File: src/rtl/multicycle_control_unit.sv
// multicycle_control_unit
// Moore-style sequencer for the multicycle computer. It walks every
// instruction through fetch / decode / execute / memory / writeback and
// drives the PC, IR, memory, ALU and register-file controls. It also
// carries a memory-wait watchdog and a retired-instruction counter.
//
// Ports:
//   clk            rising-edge system clock
//   reset          asynchronous active-low reset (0 = reset)
//   opcode         4-bit opcode from instruction_register (valid from DECODE on)
//   alu_zero       ALU result == 0, gates the branch PC load
//   mem_ready      memory access completes this cycle
//   pc_enable      PC load (the BRANCH term is the only Mealy output)
//   pc_src         0 = PC+1, 1 = immediate
//   ir_enable      instruction_register load
//   mem_read       memory read strobe
//   mem_write      memory write strobe
//   mem_addr_sel   0 = PC, 1 = ALU result
//   mdr_enable     memory data register load
//   alu_op         0 ADD, 1 SUB, 2 AND, 3 OR
//   alu_src_b      0 = register operand, 1 = zero-extended immediate
//   reg_write      register file write enable
//   wb_sel         0 = ALU result, 1 = MDR
//   halted         FSM is in HALT
//   illegal_op     sticky, undefined opcode or state encoding seen
//   mem_fault      sticky, memory-wait watchdog expired
//   retired_count  completed instructions, wraps
//   state_dbg      current state encoding
module multicycle_control_unit #(
  parameter int unsigned MEM_TIMEOUT = 255,
  parameter int unsigned CNT_W       = 16
) (
  input  logic             clk,
  input  logic             reset,
  input  logic [3:0]       opcode,
  input  logic             alu_zero,
  input  logic             mem_ready,
  output logic             pc_enable,
  output logic             pc_src,
  output logic             ir_enable,
  output logic             mem_read,
  output logic             mem_write,
  output logic             mem_addr_sel,
  output logic             mdr_enable,
  output logic [2:0]       alu_op,
  output logic             alu_src_b,
  output logic             reg_write,
  output logic             wb_sel,
  output logic             halted,
  output logic             illegal_op,
  output logic             mem_fault,
  output logic [CNT_W-1:0] retired_count,
  output logic [3:0]       state_dbg
);

  typedef enum logic [3:0] {
    S_INIT     = 4'd0,
    S_FETCH    = 4'd1,
    S_LATCH    = 4'd2,
    S_DECODE   = 4'd3,
    S_EXEC_R   = 4'd4,
    S_EXEC_I   = 4'd5,
    S_WB_ALU   = 4'd6,
    S_MEM_ADDR = 4'd7,
    S_MEM_RD   = 4'd8,
    S_WB_MEM   = 4'd9,
    S_MEM_WR   = 4'd10,
    S_BRANCH   = 4'd11,
    S_JUMP     = 4'd12,
    S_HALT     = 4'd13
  } state_t;

  // The watchdog faults on the MEM_TIMEOUT-th consecutive wait cycle, i.e.
  // when the count of waits already seen equals MEM_TIMEOUT-1.
  localparam logic [15:0]      WD_LIMIT = 16'(MEM_TIMEOUT - 1);
  localparam logic [CNT_W-1:0] CNT_ONE  = {{(CNT_W-1){1'b0}}, 1'b1};

  state_t           state_r;
  state_t           next_state_s;
  logic [15:0]      wd_cnt_r;
  logic [CNT_W-1:0] retired_r;
  logic             illegal_r;
  logic             fault_r;

  logic             set_illegal_s;
  logic             set_fault_s;
  logic             retire_s;
  logic             wait_timeout_s;
  logic             in_wait_s;
  logic             enter_wait_s;
  logic [2:0]       r_alu_op_s;

  // Registered Moore outputs
  logic             pc_enable_r, pc_src_r, ir_enable_r, mem_read_r, mem_write_r;
  logic             mem_addr_sel_r, mdr_enable_r, alu_src_b_r, reg_write_r;
  logic             wb_sel_r, halted_r;
  logic [2:0]       alu_op_r;

  // Next values of the registered outputs
  logic             pc_enable_nx, pc_src_nx, ir_enable_nx, mem_read_nx, mem_write_nx;
  logic             mem_addr_sel_nx, mdr_enable_nx, alu_src_b_nx, reg_write_nx;
  logic             wb_sel_nx, halted_nx;
  logic [2:0]       alu_op_nx;

  assign in_wait_s      = (state_r == S_FETCH) || (state_r == S_MEM_RD) || (state_r == S_MEM_WR);
  assign wait_timeout_s = !mem_ready && (wd_cnt_r == WD_LIMIT);
  assign enter_wait_s   = (next_state_s != state_r) &&
                          ((next_state_s == S_FETCH) || (next_state_s == S_MEM_RD) ||
                           (next_state_s == S_MEM_WR));

  // Register-register ALU op: opcodes 1..4 map onto alu_op 0..3
  always_comb begin
    case (opcode)
      4'd1:    r_alu_op_s = 3'd0;
      4'd2:    r_alu_op_s = 3'd1;
      4'd3:    r_alu_op_s = 3'd2;
      default: r_alu_op_s = 3'd3;
    endcase
  end

  // Next-state logic plus sticky-flag and retirement events
  always_comb begin
    next_state_s  = state_r;
    set_illegal_s = 1'b0;
    set_fault_s   = 1'b0;
    retire_s      = 1'b0;
    case (state_r)
      S_INIT: next_state_s = S_FETCH;
      S_FETCH: begin
        if (mem_ready) begin
          next_state_s = S_LATCH;
        end else if (wait_timeout_s) begin
          next_state_s = S_HALT;
          set_fault_s  = 1'b1;
        end else begin
          next_state_s = S_FETCH;
        end
      end
      S_LATCH: next_state_s = S_DECODE;
      S_DECODE: begin
        case (opcode)
          4'h0: begin
            next_state_s = S_FETCH;
            retire_s     = 1'b1;
          end
          4'h1, 4'h2, 4'h3, 4'h4: next_state_s = S_EXEC_R;
          4'h5:                   next_state_s = S_EXEC_I;
          4'h6, 4'h7:             next_state_s = S_MEM_ADDR;
          4'h8:                   next_state_s = S_BRANCH;
          4'h9:                   next_state_s = S_JUMP;
          4'hF:                   next_state_s = S_HALT;
          default: begin
            next_state_s  = S_HALT;
            set_illegal_s = 1'b1;
          end
        endcase
      end
      S_EXEC_R, S_EXEC_I: next_state_s = S_WB_ALU;
      S_WB_ALU, S_WB_MEM, S_BRANCH, S_JUMP: begin
        next_state_s = S_FETCH;
        retire_s     = 1'b1;
      end
      S_MEM_ADDR: begin
        if (opcode == 4'h6) begin
          next_state_s = S_MEM_RD;
        end else begin
          next_state_s = S_MEM_WR;
        end
      end
      S_MEM_RD: begin
        if (mem_ready) begin
          next_state_s = S_WB_MEM;
        end else if (wait_timeout_s) begin
          next_state_s = S_HALT;
          set_fault_s  = 1'b1;
        end else begin
          next_state_s = S_MEM_RD;
        end
      end
      S_MEM_WR: begin
        if (mem_ready) begin
          next_state_s = S_FETCH;
          retire_s     = 1'b1;
        end else if (wait_timeout_s) begin
          next_state_s = S_HALT;
          set_fault_s  = 1'b1;
        end else begin
          next_state_s = S_MEM_WR;
        end
      end
      S_HALT: next_state_s = S_HALT;
      default: begin
        // Unused encodings recover into HALT and are flagged
        next_state_s  = S_HALT;
        set_illegal_s = 1'b1;
      end
    endcase
  end

  // Output decode of the state being entered, so outputs register with it
  always_comb begin
    pc_enable_nx    = 1'b0;
    pc_src_nx       = 1'b0;
    ir_enable_nx    = 1'b0;
    mem_read_nx     = 1'b0;
    mem_write_nx    = 1'b0;
    mem_addr_sel_nx = 1'b0;
    mdr_enable_nx   = 1'b0;
    alu_op_nx       = 3'd0;
    alu_src_b_nx    = 1'b0;
    reg_write_nx    = 1'b0;
    wb_sel_nx       = 1'b0;
    halted_nx       = 1'b0;
    case (next_state_s)
      S_FETCH: mem_read_nx = 1'b1;
      S_LATCH: begin
        mem_read_nx  = 1'b1;
        ir_enable_nx = 1'b1;
        pc_enable_nx = 1'b1;
      end
      S_EXEC_R: alu_op_nx = r_alu_op_s;
      S_EXEC_I, S_MEM_ADDR: alu_src_b_nx = 1'b1;
      S_WB_ALU: begin
        // ALU controls carry over from the execute state
        reg_write_nx = 1'b1;
        alu_op_nx    = alu_op_r;
        alu_src_b_nx = alu_src_b_r;
      end
      S_MEM_RD: begin
        mem_read_nx     = 1'b1;
        mem_addr_sel_nx = 1'b1;
        mdr_enable_nx   = 1'b1;
        alu_op_nx       = alu_op_r;
        alu_src_b_nx    = alu_src_b_r;
      end
      S_WB_MEM: begin
        reg_write_nx = 1'b1;
        wb_sel_nx    = 1'b1;
      end
      S_MEM_WR: begin
        mem_write_nx    = 1'b1;
        mem_addr_sel_nx = 1'b1;
        alu_op_nx       = alu_op_r;
        alu_src_b_nx    = alu_src_b_r;
      end
      S_BRANCH: begin
        alu_op_nx = 3'd1;
        pc_src_nx = 1'b1;
      end
      S_JUMP: begin
        pc_enable_nx = 1'b1;
        pc_src_nx    = 1'b1;
      end
      S_HALT:  halted_nx = 1'b1;
      default: halted_nx = 1'b0;
    endcase
  end

  // State, watchdog, counter, sticky flags and registered outputs
  always_ff @(posedge clk or negedge reset) begin
    if (!reset) begin
      state_r        <= S_INIT;
      wd_cnt_r       <= 16'd0;
      retired_r      <= {CNT_W{1'b0}};
      illegal_r      <= 1'b0;
      fault_r        <= 1'b0;
      pc_enable_r    <= 1'b0;
      pc_src_r       <= 1'b0;
      ir_enable_r    <= 1'b0;
      mem_read_r     <= 1'b0;
      mem_write_r    <= 1'b0;
      mem_addr_sel_r <= 1'b0;
      mdr_enable_r   <= 1'b0;
      alu_op_r       <= 3'd0;
      alu_src_b_r    <= 1'b0;
      reg_write_r    <= 1'b0;
      wb_sel_r       <= 1'b0;
      halted_r       <= 1'b0;
    end else begin
      state_r <= next_state_s;
      if (enter_wait_s) begin
        wd_cnt_r <= 16'd0;
      end else if (in_wait_s && !mem_ready) begin
        wd_cnt_r <= wd_cnt_r + 16'd1;
      end else begin
        wd_cnt_r <= wd_cnt_r;
      end
      if (retire_s) begin
        retired_r <= retired_r + CNT_ONE;
      end else begin
        retired_r <= retired_r;
      end
      illegal_r      <= illegal_r | set_illegal_s;
      fault_r        <= fault_r | set_fault_s;
      pc_enable_r    <= pc_enable_nx;
      pc_src_r       <= pc_src_nx;
      ir_enable_r    <= ir_enable_nx;
      mem_read_r     <= mem_read_nx;
      mem_write_r    <= mem_write_nx;
      mem_addr_sel_r <= mem_addr_sel_nx;
      mdr_enable_r   <= mdr_enable_nx;
      alu_op_r       <= alu_op_nx;
      alu_src_b_r    <= alu_src_b_nx;
      reg_write_r    <= reg_write_nx;
      wb_sel_r       <= wb_sel_nx;
      halted_r       <= halted_nx;
    end
  end

  // Branch PC load follows alu_zero combinationally while in BRANCH
  assign pc_enable     = pc_enable_r | ((state_r == S_BRANCH) & alu_zero);
  assign pc_src        = pc_src_r;
  assign ir_enable     = ir_enable_r;
  assign mem_read      = mem_read_r;
  assign mem_write     = mem_write_r;
  assign mem_addr_sel  = mem_addr_sel_r;
  assign mdr_enable    = mdr_enable_r;
  assign alu_op        = alu_op_r;
  assign alu_src_b     = alu_src_b_r;
  assign reg_write     = reg_write_r;
  assign wb_sel        = wb_sel_r;
  assign halted        = halted_r;
  assign illegal_op    = illegal_r;
  assign mem_fault     = fault_r;
  assign retired_count = retired_r;
  assign state_dbg     = state_r;

endmodule

File: config.mk
export PLATFORM = sky130hd
export DESIGN_NAME = multicycle_control_unit
export DESIGN_NICKNAME = d
export VERILOG_FILES = /design/src/rtl/multicycle_control_unit.sv
export SDC_FILE = /design/constraint.sdc
export NUM_CORES = 1
export LEC_CHECK = 0
export CORE_MARGIN = 2
export CORE_UTILIZATION = 30
export CTS_BUF_LIST = sky130_fd_sc_hd__clkbuf_8 sky130_fd_sc_hd__clkbuf_16
export DETAILED_ROUTE_END_ITERATION = 10
export SYNTH_ARGS = -nofsm -noshare
export SYNTH_HDL_FRONTEND = slang
export SYNTH_SLANG_ARGS = --single-unit
File: constraint.sdc
create_clock -name clk -period 4.7 [get_ports clk]
set_input_delay 1.175 -clock clk [delete_from_list [all_inputs] [get_ports clk]]
set_output_delay 1.175 -clock clk [all_outputs]
set_load 0.02 [all_outputs]
==> results by group, run 1 <==
Worst setup path
  – Kind of critical path: input pin to primary output
  – WP data arrival: 2.39 ns
  – Crit-path max cell delay: 0.60 ns
  – Crit start category: input pin
  – CP max-delay cell: clkdlybuf4s50_1
  – Most Frequent Cell on Critical Path: clkdlybuf4s50_1
  – Crit path max fanout: 1
  – Worst Path Required: approximately 3.5 ns
  – Worst-path cell chain: clkdlybuf4s50_1 -> a41o_1 -> clkdlybuf4s50_1
  – Crit. End Element: primary output

Run
  – Max-Cap Viols: 0

Power
  – Lkg Pwr: 1.34 nW
  – Final Power: 0.766 mW
  – Cell Pwr Density: 224 nW/um^2
  – Maximum vdd ir drop: 0.142 mV

Global routing
  – Pin count of the biggest net entering global routing: 52
  – Total grt overflow: 0
  – GRT Total Usage: a little over an eighth
  – Initial antenna violation count: 0
  – Vias in the first global route: 2,243
  – First-pass GRT wire length: ~11 mm

Timing
  – Post-layout min period: around 3.6 ns
  – Final Hold Fails: 0
  – Final setup TNS: 0 ns
  – Final worst setup slack: 1.14 ns
  – Max-slew violation total from the final report: 0
  – Final period utilization: 75.8%
  – Unrepaired setup endpoints after global routing: false
  – Max Clk Rate: 0.281 GHz
  – Tightest Pin Transition: about 0.77 ns
  – Slew HR: 48.6%
  – Final setup vio count: 0
  – Fin Clk Skew: 0.00967 ns

Outcome
  – Status: completed

Synth
  – Yosys warns: 0
  – Syn Inst Count: 290
  – Number of synthesized flops with an enable pin: 0
  – Yosys top cell area share: 45.2%
  – Register area share after synthesis: 45.2%
  – Yosys reg bits: 51
  – Ys async rst share: 100%
  – Syn_nets: 301
  – Top post-synthesis cells by area: dfrtp_1, xnor2_1, a31oi_1
  – Average size of a mapped cell: 9.75 um^2
  – Synth Flop Type: dfrtp_1
  – Netlist cell types: 61
  – Post-synth top area cell: dfrtp_1
  – Synthesized area: ~2800 um^2

Route
  – Mean routed wirelength per cell: 14.5 um
  – Drt pass-1 iters: 4
  – Routed WL: 6.30 mm
  – First DRT Iteration DRCs: roughly 130
  – # DRC: 0
  – Vias/cell: between 5 and 6
  – Routed Antenna Nets: 0
  – Vias: 2,277

Floorplan
  – Starting Density: 30.7%
  – Rows: 35
  – Ports: 44
  – Core Region: 9200 um^2
  – Chip height: 101 um
  – Die Span X: 101 um
  – Die Area: 10,200 um^2

Clocking
  – CTS tree: yes
  – CTS Hold Bufs: 0
  – H-tree Lvls: 2
  – Root Buffer: clkbuf_8
  – Latest clock arrival within the worst-skew pair: a little over 0.3 ns
  – Post-CTS resize count: 0
  – Max Buffers Root-to-Sink: 2
  – CTS Sinks: 51
  – Worst-path clk slew: 0.10 ns
  – Setup Buffers After CTS: 0
  – Total CTS buffers: 5

Layout
  – Inserted Diodes: 0
  – Share of cells above drive strength 1: under 10%
  – Area Growth Syn to Fin: 20.9%
  – Fin area: 3420 um^2
  – Nets: roughly 330
  – Final Non-Filler Cells: 434
  – FILL cells: around 940

Placed design
  – Hpwl dp: 4.48 mm
  – Dpl ws: just over 0.9 ns
  – Placed Cells: 426
  – IO Port Bufs: 42
  – Dpl cell area: 3300 um^2
  – GP Congestion: 0.845

Min path
  – Min-Delay Path Class: register to register
-- Yosys cell counts (all sizes together) (6+ instances only) --
| library cell | number |
|---|---|
| nand3 | 17 |
| a21oi | 8 |
| a31oi | 19 |
| inv | 8 |
| xnor2 | 27 |
| nand2 | 15 |
| clkbuf | 7 |
| buf | 14 |
| nor3 | 12 |
| xor2 | 6 |
| nor2 | 19 |
| nand4 | 13 |
| dfrtp | 51 |
-- report_power, final --
part	internal [mW]	switching, mW	leakage (nW)	total (mW)
registers	0.438	0	0.676	0.438
logic	0.00792	0.0158	0.609	0.0238
clock network	0.159	0.146	0.0581	0.304
-- cells in the final DEF, fill, tap and decap left out, drive strengths merged, types with 6 or more instances in the layout --
cell type / Yosys / routed
nand4: 13 / 13
a21oi: 8 / 8
nand2: 15 / 15
xor2: 6 / 6
dfrtp: 51 / 51
nor2: 19 / 19
nand3: 17 / 17
inv: 8 / 8
nor3: 12 / 12
clkdlybuf4s50: 0 / 41
xnor2: 27 / 27
a31oi: 19 / 19
-- cell families (layout without fill, tap and decap cells) --
kind of cell / Yosys count / after routing / synth area share, %
flops: 51 / 51 / 45.2
simple gates: 110 / 110 / 21.8
other cells: 1 / 1 / 0.133
mux: 2 / 2 / 0.797
fa+ha+maj: 3 / 3 / 1.33
buf+inv: 29 / 62 / 4.83
compound gates: 61 / 61 / 15.7
xor+xnor: 33 / 33 / 10.2
-- layout make-up --
type / instances / area (um^2) / share of cell area (%)
Sequential cell: 51 / 1280 / 37.3
Clock inverter: 3 / 43.8 / 1.28
Inverter: 8 / 30.0 / 0.879
Timing Repair Buffer: 46 / 445 / 13.0
Multi-Input combinational cell: 210 / 1410 / 41.4
Tap cell: 111 / 139 / 4.06
Clock buffer: 5 / 68.8 / 2.01
-- worst max-delay path: cells and delay by family --
family	cells	cell delay, ns
buffers and inverters	2	1.06
AO/OA/AOI/OAI	1	0.16
-- final timing paths --
| kind | start | end | slack [ns] | cells after the start |
|---|---|---|---|---|
| worst max-delay path | alu_zero | pc_enable | 1.14 | 3 |
| worst min-delay path | retired_count[15]$_DFFE_PN0P_ | retired_count[15]$_DFFE_PN0P_ | 0.48 | 1 |
| worst max register to register | state_dbg[1]$_DFF_PN0_ | wd_cnt_r[1]$_DFFE_PN0P_ | 1.99 | 6 |
| worst min register to register | retired_count[15]$_DFFE_PN0P_ | retired_count[15]$_DFFE_PN0P_ | 0.48 | 1 |
| max in group asynchronous | reset | wd_cnt_r[3]$_DFFE_PN0P_ | 3.32 | 2 |
| min in group asynchronous | reset | retired_count[15]$_DFFE_PN0P_ | 0.96 | 2 |
-- per-layer routing --
metal | up-vias | track usage, % | share of wire (%)
li1 | 1119 | - | -
met1 | 1095 | 17.9 | 48
met2 | 50 | 20.4 | 46
met3 | 13 | 2.29 | 3.4
met4 | 0 | 4.89 | 2.4
met5 | - | 0 | 0
-- state kept, by name, indices dropped and copies added, names as in the netlist, 2 cells and up --
name	flops
wd_cnt_r	16
retired_count	16
alu_op	2
state_dbg	4
-- metrics by stage --
step / utilization (%) / hold slack (ns)
5_1_grt: 37.2 / 0.496
6_report: 37.2 / 0.475
4_1_cts: 37.2 / 0.483
2_1_floorplan: - / 0.538
3_3_place_gp: 35.9 / 0.451
3_5_place_dp: 35.9 / 0.457
(Power assumes the default switching activity.)
==> run 2: changes to the inputs <==
- clock period: 4.7 -> 3.4 ns (I/O delays scaled with it)
==> run 2 against run 1 <==
- die area stayed put
- largest cell class unchanged
- critical path type is now input pin to register
- core utilization is 0.59 points higher
- critical path depth is 4 higher
==> results by group, run 2 (synthesis results as in run 1) <==
Floorplan
  – Die Area: between 10,000 and 15,000 um^2
  – Core Region: 9200 um^2
  – Rows: 35
  – Starting Density: around 31%
  – Chip height: 101 um
  – Ports: 44
  – Die Span X: roughly 100 um

Placed design
  – Hpwl dp: 4.67 mm
  – GP Congestion: slightly below 0.9
  – Placed Cells: between 400 and 500
  – IO Port Bufs: 42

Timing
  – Unrepaired setup endpoints after global routing: false
  – Fin Clk Skew: ~0.0082 ns
  – Final setup vio count: 0
  – Final Hold Fails: 0
  – Tightest Pin Transition: ~0.8 ns
  – Final period utilization: ~88%
  – Max-slew violation total from the final report: 0
  – Max Clk Rate: 0.333 GHz
  – Post-layout min period: roughly 3 ns
  – Final setup TNS: 0 ns
  – Slew HR: 46.6%

Min path
  – Hold path start: illegal_op$_DFF_PN0_
  – Hold endpoint: illegal_op$_DFF_PN0_
  – Hold Path Depth: 1
  – Min-Delay Path Class: register to register

Outcome
  – Status: completed

Worst setup path
  – Crit. End Element: register
  – Crit start category: input pin
  – Worst reg-to-reg path cell count: 6
  – Flop-to-flop setup slack: about 0.68 ns
  – Kind of critical path: input pin to register
  – Worst Path Required: 3.57 ns
  – RR Endpoint: wd_cnt_r[7]$_DFFE_PN0P_
  – Crit path max fanout: 16
  – WP data arrival: 3.17 ns
  – Reg-to-reg startpoint: state_dbg[3]$_DFF_PN0_

Global routing
  – First-pass GRT wire length: approximately 11 mm
  – Total grt overflow: 0
  – Vias in the first global route: 2,276
  – GRT Total Usage: 13.5%
  – Met3 usage: 2.77%
  – GR peak layer: met2
  – Grt met1 use: 18.8%
  – Initial antenna violation count: 0
  – Met2 Use GR: 20.7%
  – Pin count of the biggest net entering global routing: 52

Power
  – Cell Pwr Density: 295 nW/um^2
  – Lkg Pwr: 1.38 nW
  – Maximum vdd ir drop: about 0.17 mV

Route
  – Routed Antenna Nets: 0
  – Drt pass-1 iters: 4
  – # DRC: 0
  – First DRT Iteration DRCs: 65
  – Mean routed wirelength per cell: around 15 um
  – Routed WL: 6.69 mm
  – Vias: 2,313
  – Vias/cell: ~5.2

Clocking
  – Post-CTS resize count: 0
  – CTS tree: yes
  – CTS Sinks: 51
  – Max Buffers Root-to-Sink: 2
  – Total CTS buffers: 5
  – CTS Hold Bufs: 0
  – Setup Buffers After CTS: 0
  – Root Buffer: clkbuf_8
  – H-tree Lvls: 2
  – Latest clock arrival within the worst-skew pair: 0.31 ns
  – Worst-path clk slew: approximately 0.090 ns

Layout
  – Area Growth Syn to Fin: 22.8%
  – Share of cells above drive strength 1: 10.2%
  – Nets: 342
  – FILL cells: 910
  – Most frequent cells in the layout: dfrtp_1, clkdlybuf4s50_1, xnor2_1
  – Inserted Diodes: 0
  – Final Non-Filler Cells: ~440
  – Most common cell after layout, fill and taps aside: dfrtp_1

Run
  – Max-Cap Viols: 0
run 2: power by group:
part           switching (mW)  internal (mW)  total (mW)  leakage [nW]
clock                   0.216          0.167       0.383        0.0474
sequential                  0          0.606       0.606         0.676
combinational          0.0224         0.0132      0.0356         0.653
run 2: routing by layer:
| metal | share of wire (%) | wire, um |
|---|---|---|
| met5 | 0 | 0 |
| met4 | 1.9 | 125 |
| met3 | 2.6 | 171 |
| met2 | 47 | 3120 |
| met1 | 49 | 3270 |
run 2: worst max path at each step:
stage,start,endpoint,depth (start not counted)
after global routing,opcode[3],wd_cnt_r[7]$_DFFE_PN0P_,6
after detailed placement,opcode[2],wd_cnt_r[10]$_DFFE_PN0P_,7
after global placement,opcode[3],wd_cnt_r[7]$_DFFE_PN0P_,6
final,opcode[2],wd_cnt_r[7]$_DFFE_PN0P_,7
after CTS,opcode[2],wd_cnt_r[15]$_DFFE_PN0P_,7
after floorplan,opcode[3],alu_op[0]$_DFFE_PN0N_,8
run 2: through the flow:
step	instance area, um^2	hold WS [ns]	worst slack, ns	utilization (%)	total power, mW
after floorplan	2830	0.538	0.747	-	0.631
after global placement	3370	0.439	0.116	36.7	0.654
after detailed placement	3370	0.447	0.0953	36.7	0.655
after CTS	3470	0.473	0.431	37.7	1.04
after global routing	3470	0.499	0.212	37.7	1.07
final	3470	0.466	0.393	37.7	1.02
run 2: layout make-up:
cell class | count | area [um^2] | share of cell area (%)
Inverter | 8 | 30.0 | 0.865
Timing Repair Buffer | 55 | 513 | 14.8
Sequential cell | 51 | 1280 | 36.8
Clock buffer | 6 | 82.6 | 2.38
Tap cell | 111 | 139 | 4.00
Multi-Input combinational cell | 210 | 1410 | 40.7
Clock inverter | 2 | 16.3 | 0.469
run 2: critical path, cell delays in order:
cell and delay [ns]:
clkdlybuf4s50_1 0.56, or4b_1 0.53, a31oi_1 0.24, a21o_1 0.15
nor2_1 0.06, o221ai_2 0.61, a31oi_1 0.18
